===== src/rtl/param_shift_unit_if.sv =====
// Handshake and data bundle for param_shift_unit.
// master drives the controls, slave is the shift unit.
interface param_shift_unit_if #(
  parameter int WIDTH   = 16,
  parameter int SHAMT_W = 5
);
  logic               ld;
  logic [WIDTH-1:0]   in;
  logic               shift_enable;
  logic               start;
  logic               dir;
  logic [1:0]         mode;
  logic [SHAMT_W-1:0] shamt;
  logic               ser_in;
  logic [WIDTH-1:0]   out;
  logic               carry;
  logic               busy;
  logic               done;

  modport master (
    output ld, in, shift_enable, start,
    output dir, mode, shamt, ser_in,
    input  out, carry, busy, done
  );

  modport slave (
    input  ld, in, shift_enable, start,
    input  dir, mode, shamt, ser_in,
    output out, carry, busy, done
  );
endinterface


===== src/rtl/param_shift_unit.sv =====
// Parametrised shift unit: logical/arith/rotate/serial-fill, one bit per clock.
// Define PARAM_SHIFT_FAST_EN for a single-edge barrel shift instead.
module param_shift_unit #(
  parameter int WIDTH   = 16,
  parameter int SHAMT_W = 5
) (
  input logic             clk,
  input logic             rst,
  param_shift_unit_if.slave bus
);

  typedef enum logic [1:0] {
    IDLE,
    SHIFT,
    DONE
  } state_t;

  localparam logic [1:0] M_LOG = 2'b00;
  localparam logic [1:0] M_ARI = 2'b01;
  localparam logic [1:0] M_ROT = 2'b10;

  // One single-bit step; returns {carry, data}.
  function automatic logic [WIDTH:0] step_f(
    input logic [WIDTH-1:0] v,
    input logic             d,
    input logic [1:0]       m,
    input logic             s
  );
    logic f;
    unique case (m)
      M_LOG:   f = 1'b0;
      M_ARI:   f = d ? v[WIDTH-1] : 1'b0;
      M_ROT:   f = d ? v[0] : v[WIDTH-1];
      default: f = s;
    endcase
    if (d)
      return {v[0], f, v[WIDTH-1:1]};
    else
      return {v[WIDTH-1], v[WIDTH-2:0], f};
  endfunction

`ifdef PARAM_SHIFT_FAST_EN
  localparam int MAX_STEPS = (1 << SHAMT_W) - 1;

  // Unrolled chain of steps, each stage bypassed past the amount.
  function automatic logic [WIDTH:0] barrel_f(
    input logic [WIDTH-1:0]   v,
    input logic               c,
    input logic [SHAMT_W-1:0] n,
    input logic               d,
    input logic [1:0]         m,
    input logic               s
  );
    logic [WIDTH:0] r;
    r = {c, v};
    for (int i = 0; i < MAX_STEPS; i++) begin
      if (i < int'(n))
        r = step_f(r[WIDTH-1:0], d, m, s);
    end
    return r;
  endfunction
`endif

  state_t           state_q, state_d;
  logic [WIDTH-1:0] out_q, out_d;
  logic             carry_q, carry_d;

`ifndef PARAM_SHIFT_FAST_EN
  logic [SHAMT_W-1:0] count_q, count_d;
  logic               dir_q, dir_d;
  logic [1:0]         mode_q, mode_d;
`endif

  // State and datapath registers.
  always_ff @(posedge clk or negedge rst) begin
    if (!rst) begin
      state_q <= IDLE;
      out_q   <= '0;
      carry_q <= 1'b0;
`ifndef PARAM_SHIFT_FAST_EN
      count_q <= '0;
      dir_q   <= 1'b0;
      mode_q  <= M_LOG;
`endif
    end else begin
      state_q <= state_d;
      out_q   <= out_d;
      carry_q <= carry_d;
`ifndef PARAM_SHIFT_FAST_EN
      count_q <= count_d;
      dir_q   <= dir_d;
      mode_q  <= mode_d;
`endif
    end
  end

  // Next state and datapath; controls only honoured in IDLE.
  always_comb begin
    state_d = state_q;
    out_d   = out_q;
    carry_d = carry_q;
`ifndef PARAM_SHIFT_FAST_EN
    count_d = count_q;
    dir_d   = dir_q;
    mode_d  = mode_q;
`endif
    unique case (state_q)
      IDLE: begin
        if (bus.ld) begin
          out_d = bus.in;
        end else if (bus.start) begin
`ifdef PARAM_SHIFT_FAST_EN
          {carry_d, out_d} = barrel_f(out_q, carry_q,
                                      bus.shamt, bus.dir,
                                      bus.mode, bus.ser_in);
          state_d = DONE;
`else
          if (bus.shamt == '0) begin
            state_d = DONE;
          end else begin
            dir_d   = bus.dir;
            mode_d  = bus.mode;
            count_d = bus.shamt;
            state_d = SHIFT;
          end
`endif
        end else if (bus.shift_enable) begin
          out_d   = {out_q[WIDTH-2:0], 1'b0};
          carry_d = out_q[WIDTH-1];
        end
      end
      SHIFT: begin
`ifndef PARAM_SHIFT_FAST_EN
        {carry_d, out_d} = step_f(out_q, dir_q,
                                  mode_q, bus.ser_in);
        count_d = count_q - 1'b1;
        if (count_q == SHAMT_W'(1))
          state_d = DONE;
`else
        state_d = IDLE;
`endif
      end
      DONE: begin
        state_d = IDLE;
      end
      default: begin
        state_d = IDLE;
      end
    endcase
  end

  assign bus.out   = out_q;
  assign bus.carry = carry_q;
  assign bus.busy  = (state_q == SHIFT);
  assign bus.done  = (state_q == DONE);

endmodule

===== src/flat_wrapper.sv =====
// flat-port wrapper written by rule: the top's interface ports become plain ports
module param_shift_unit_flat 
#(
  parameter int WIDTH   = 16,
  parameter int SHAMT_W = 5
)
  (clk, rst, bus_ld, bus_in, bus_shift_enable, bus_start, bus_dir, bus_mode, bus_shamt, bus_ser_in, bus_out, bus_carry, bus_busy, bus_done);
  param_shift_unit_if #(.WIDTH(WIDTH), .SHAMT_W(SHAMT_W)) bus_i ();
  input logic clk;
  input logic rst;
  input wire logic [$bits(bus_i.ld)-1:0] bus_ld;
  input wire logic [$bits(bus_i.in)-1:0] bus_in;
  input wire logic [$bits(bus_i.shift_enable)-1:0] bus_shift_enable;
  input wire logic [$bits(bus_i.start)-1:0] bus_start;
  input wire logic [$bits(bus_i.dir)-1:0] bus_dir;
  input wire logic [$bits(bus_i.mode)-1:0] bus_mode;
  input wire logic [$bits(bus_i.shamt)-1:0] bus_shamt;
  input wire logic [$bits(bus_i.ser_in)-1:0] bus_ser_in;
  output wire logic [$bits(bus_i.out)-1:0] bus_out;
  output wire logic [$bits(bus_i.carry)-1:0] bus_carry;
  output wire logic [$bits(bus_i.busy)-1:0] bus_busy;
  output wire logic [$bits(bus_i.done)-1:0] bus_done;
  assign bus_i.ld = bus_ld;
  assign bus_i.in = bus_in;
  assign bus_i.shift_enable = bus_shift_enable;
  assign bus_i.start = bus_start;
  assign bus_i.dir = bus_dir;
  assign bus_i.mode = bus_mode;
  assign bus_i.shamt = bus_shamt;
  assign bus_i.ser_in = bus_ser_in;
  assign bus_out = bus_i.out;
  assign bus_carry = bus_i.carry;
  assign bus_busy = bus_i.busy;
  assign bus_done = bus_i.done;
  param_shift_unit #(.WIDTH(WIDTH), .SHAMT_W(SHAMT_W)) u_core (.clk(clk), .rst(rst), .bus(bus_i));
endmodule

===== config.mk =====
export PLATFORM = sky130hd
export DESIGN_NAME = param_shift_unit_flat
export DESIGN_NICKNAME = d
export VERILOG_FILES = /design/src/rtl/param_shift_unit_if.sv /design/src/rtl/param_shift_unit.sv /design/src/flat_wrapper.sv
export SDC_FILE = /design/constraint.sdc
export NUM_CORES = 1
export LEC_CHECK = 0
export ABC_AREA = 1
export BUFFER_PORTS_ARGS = -buffer_cell sky130_fd_sc_hd__buf_2
export CORE_ASPECT_RATIO = 1.25
export CORE_UTILIZATION = 45
export CTS_CLUSTER_SIZE = 24
export DETAILED_ROUTE_END_ITERATION = 7
export PLACE_DENSITY = 0.84
export SLEW_MARGIN = 20
export SYNTH_ARGS = -nofsm -noshare
export SYNTH_HDL_FRONTEND = slang
export SYNTH_SLANG_ARGS = --single-unit
export TNS_END_PERCENT = 50

===== constraint.sdc =====
create_clock -name clk -period 1.25 [get_ports clk]
set_input_delay 0.0625 -clock clk [delete_from_list [all_inputs] [get_ports clk]]
set_output_delay 0.0625 -clock clk [all_outputs]
set_load 0.1 [all_outputs]

==> metrics.csv <==
stage;metric;value;unit
sta;setup_viol;1;
yosys;synthXorXnorAreaFrac;0.00987;
sta;worst_slack;-0.00471;ns
clock_tree;numCtsBuffers;3;
cells_and_area;final_layout_size_suffix_gt1_frac;0.349;
yosys;synth-adder-area-share;0.0141;
yosys;post_synth.cell_area_avg;6.85;sq um
placement;portBuffers;48;
yosys;syn_inst;259;
critical_path;critPathRequiredTime;1.19;ns
critical_path;max_stage_delay;0.45;ns
clock_tree;clockBufferDepth;2;
sta;relSlewSlack;0.572;
cells_and_area;mostFrequentLayoutCells;nand2_1 (55), buf_2 (46), a21oi_1 (29);
clock_tree;cts_max_level;1;
floorplanning;start_util;0.469;
yosys;synth.cell_area;1770;sq um
cells_and_area;antennaDiodeCount;0;
cells_and_area;syn_to_final_growth;35.0;%
global_route;grt_max_degree;29;
routing;firstDrtPassIters;6;
critical_path;crit_chain;nor2_4, buf_12, buf_12;
yosys;yosysSeqAreaShare;0.381;
yosys;ys_top_cells_by_area;dfrtp_1 (38%), nand2_1 (12%), o21ai_0 (9.9%);
global_route;overflow;0;
cells_and_area;final_common_cell;nand2_1;
global_route;grt_util_all_layers;0.225;
routing;routedWlPerCell;12.5;um
cells_and_area;nets;348;
routing;drc;0;
critical_path;cp-end-kind;primary output;
hold_path;hold_class;input port to flop;
yosys;synth-compound-area-share;0.255;
clock_tree;clkLatencyLatePin;0.27;ns
yosys;synth-simple-area-share;0.212;
placement;dpl.cell_count;360;
sta;fin_crit;1.25;ns
floorplanning;fp-row-count;25;
clock_tree;cts_tree;yes;
sta;finClkSkew;0.00320;ns
yosys;yosysTopAreaCell;dfrtp_1;
yosys;synth_top_family_by_area;compound AO/OA/AOI/OAI gates;
floorplanning;dieArea;4200;sq um
floorplanning;design.core.area;3780;sq um
yosys;ys_ff_latch;27;
floorplanning;pin_count;49;
flow_run;max-cap-violations;0;
floorplanning;die_x;58.2;um
clock_tree;cts_sinks;27;
yosys;synthDominantCellAreaShare;0.381;
routing;dr.first_iter.drc_count;92;
run_status;violations;setup timing;
routing;wl;4610;um
placement;globalplace.congestion;0.823;
cells_and_area;fin_cells;369;
global_route;grt_pass1_wl;7450;um
global_route;antenna_found_initial;0;
yosys;yosysWarnings;0;
placement;dp_hpwl;3110;um
critical_path;crit_family;flip-flops;
critical_path;cp_num_buf_inv;2;
cells_and_area;final.fill_count;362;
critical_path;setup.worst_path.class;flop to primary output;
yosys;muxShareOfSynthArea;0;
yosys;yosysUniqueCellTypes;23;
critical_path;cp-start-kind;flop;
yosys;synth_nets;291;
sta;rsz0062_at_grt;true;
run_status;outcome;complete, but fails checks;
critical_path;crit_top_cell;buf_12;
critical_path;cp_max_fo;11;
sta;min_period_over_period;1.00;
critical_path;arrival;1.19;ns
sta;fmax;797;MHz
sta;hold_violations;0;
clock_tree;path_clk_slew;0.09;ns
routing;vias;1936;
routing;viasPerCell;5.25;
floorplanning;die_h;72.2;um
global_route;grt_pass1_vias;1736;
critical_path;slowest_stage;dfrtp_2;
sta;tightest_slew;0.643;ns
sta;maxSlewViolCount;0;
routing;antenna_left;0;
clock_tree;cts_root_buf;clkbuf_8;
[worst register-to-register path: cells and delay by family, from the launching register on]
family                 cells  cell delay, ns
AOI/OAI and AO/OA          1            0.07
and+or+nand+nor            3            0.28
DFF                        1            0.45
buffers and inverters      3            0.33
[final cells by class]
class / count / area (sq um) / share of cell area
multi-input combinational: 182 / 931 / 0.389
sequential: 27 / 718 / 0.300
timing repair buffer: 66 / 494 / 0.206
inverter: 36 / 140 / 0.0585
tap: 54 / 67.6 / 0.0282
clock buffer: 4 / 45.0 / 0.0188
[cells in the mapped netlist]
master    instances
xor2_1            2
inv_2             6
o21ai_0          35
o211ai_1          1
a31oi_1           1
nand4_1           2
o21ai_1          17
nand2_2           1
buf_4             4
o21ai_2           1
inv_1            30
buf_6             2
nor2_4            2
nor2_1           13
clkbuf_1          1
a21oi_1          34
dfrtp_1          27
ha_1              2
nand3_1          12
buf_2             7
nand2_1          57
nand3b_1          1
nor3_1            1
[flip-flops by register name (all words and copies together), names as in the netlist]
name              count
u_core.bus.out       16
u_core.count_q        5
u_core.mode_q         2
u_core.state_q        2
u_core.bus.carry      1
u_core.dir_q          1
[stage by stage]
stage               hold slack [ns]  TNS [ns]   util  worst slack [ns]  area [sq um]
finish                       0.0181  -0.00471  0.633          -0.00471          2400
global route                 0.0321    -0.689  0.633           -0.0654          2400
CTS                          0.0165    -0.105  0.614           -0.0445          2320
detailed placement            0.119    -0.105  0.581           -0.0474          2200
global placement              0.113         0  0.581            0.0603          2200
floorplan                    -0.233    -0.358      -           -0.0795          1820
[metal layers]
layer	track usage	wire length (um)
met5	0	0
met4	0.0714	51
met3	0.0303	170
met2	0.387	2370
met1	0.290	2010
[final timing paths]
check                                              start                             end  slack (ns)  cells past startpoint
setup reg to reg           u_core.state_q[0]$_DFFE_PN0P_  u_core.bus.out[14]$_DFFE_PN0P_        0.01                      7
hold / removal                               bus_mode[0]    u_core.mode_q[0]$_DFFE_PN0P_        0.02                      3
min in group asynchronous                            rst   u_core.bus.out[5]$_DFFE_PN0P_        0.34                      2
hold reg to reg            u_core.count_q[4]$_DFFE_PN0P_   u_core.count_q[4]$_DFFE_PN0P_        0.50                      2
max in group asynchronous                            rst  u_core.bus.out[12]$_DFFE_PN0P_        0.43                      2
setup / recovery           u_core.state_q[1]$_DFFE_PN0P_                        bus_busy      -0.005                      3
[repair_timing]
| action | in CTS | in global routing |
|---|---|---|
| hold endpoints to repair | 27 | 0 |
| setup buffers | 2 | 0 |
| resized for setup | 9 | 25 |
| gates cloned | 1 | 1 |
| pin swaps | 0 | 2 |
| setup endpoints to repair | 7 | 27 |
| hold buffers | 1 | 0 |
[cells by family after synthesis]
family / count (synthesis)
xor gates and xnor gates: 2
buffers and inverters: 50
and+or+nand+nor: 89
AOI/OAI and AO/OA: 89
DFF: 27
adders and majority gates: 2
Power is not shown: default switching activity piles up to over one toggle a cycle in this logic, so the estimate is an artifact.
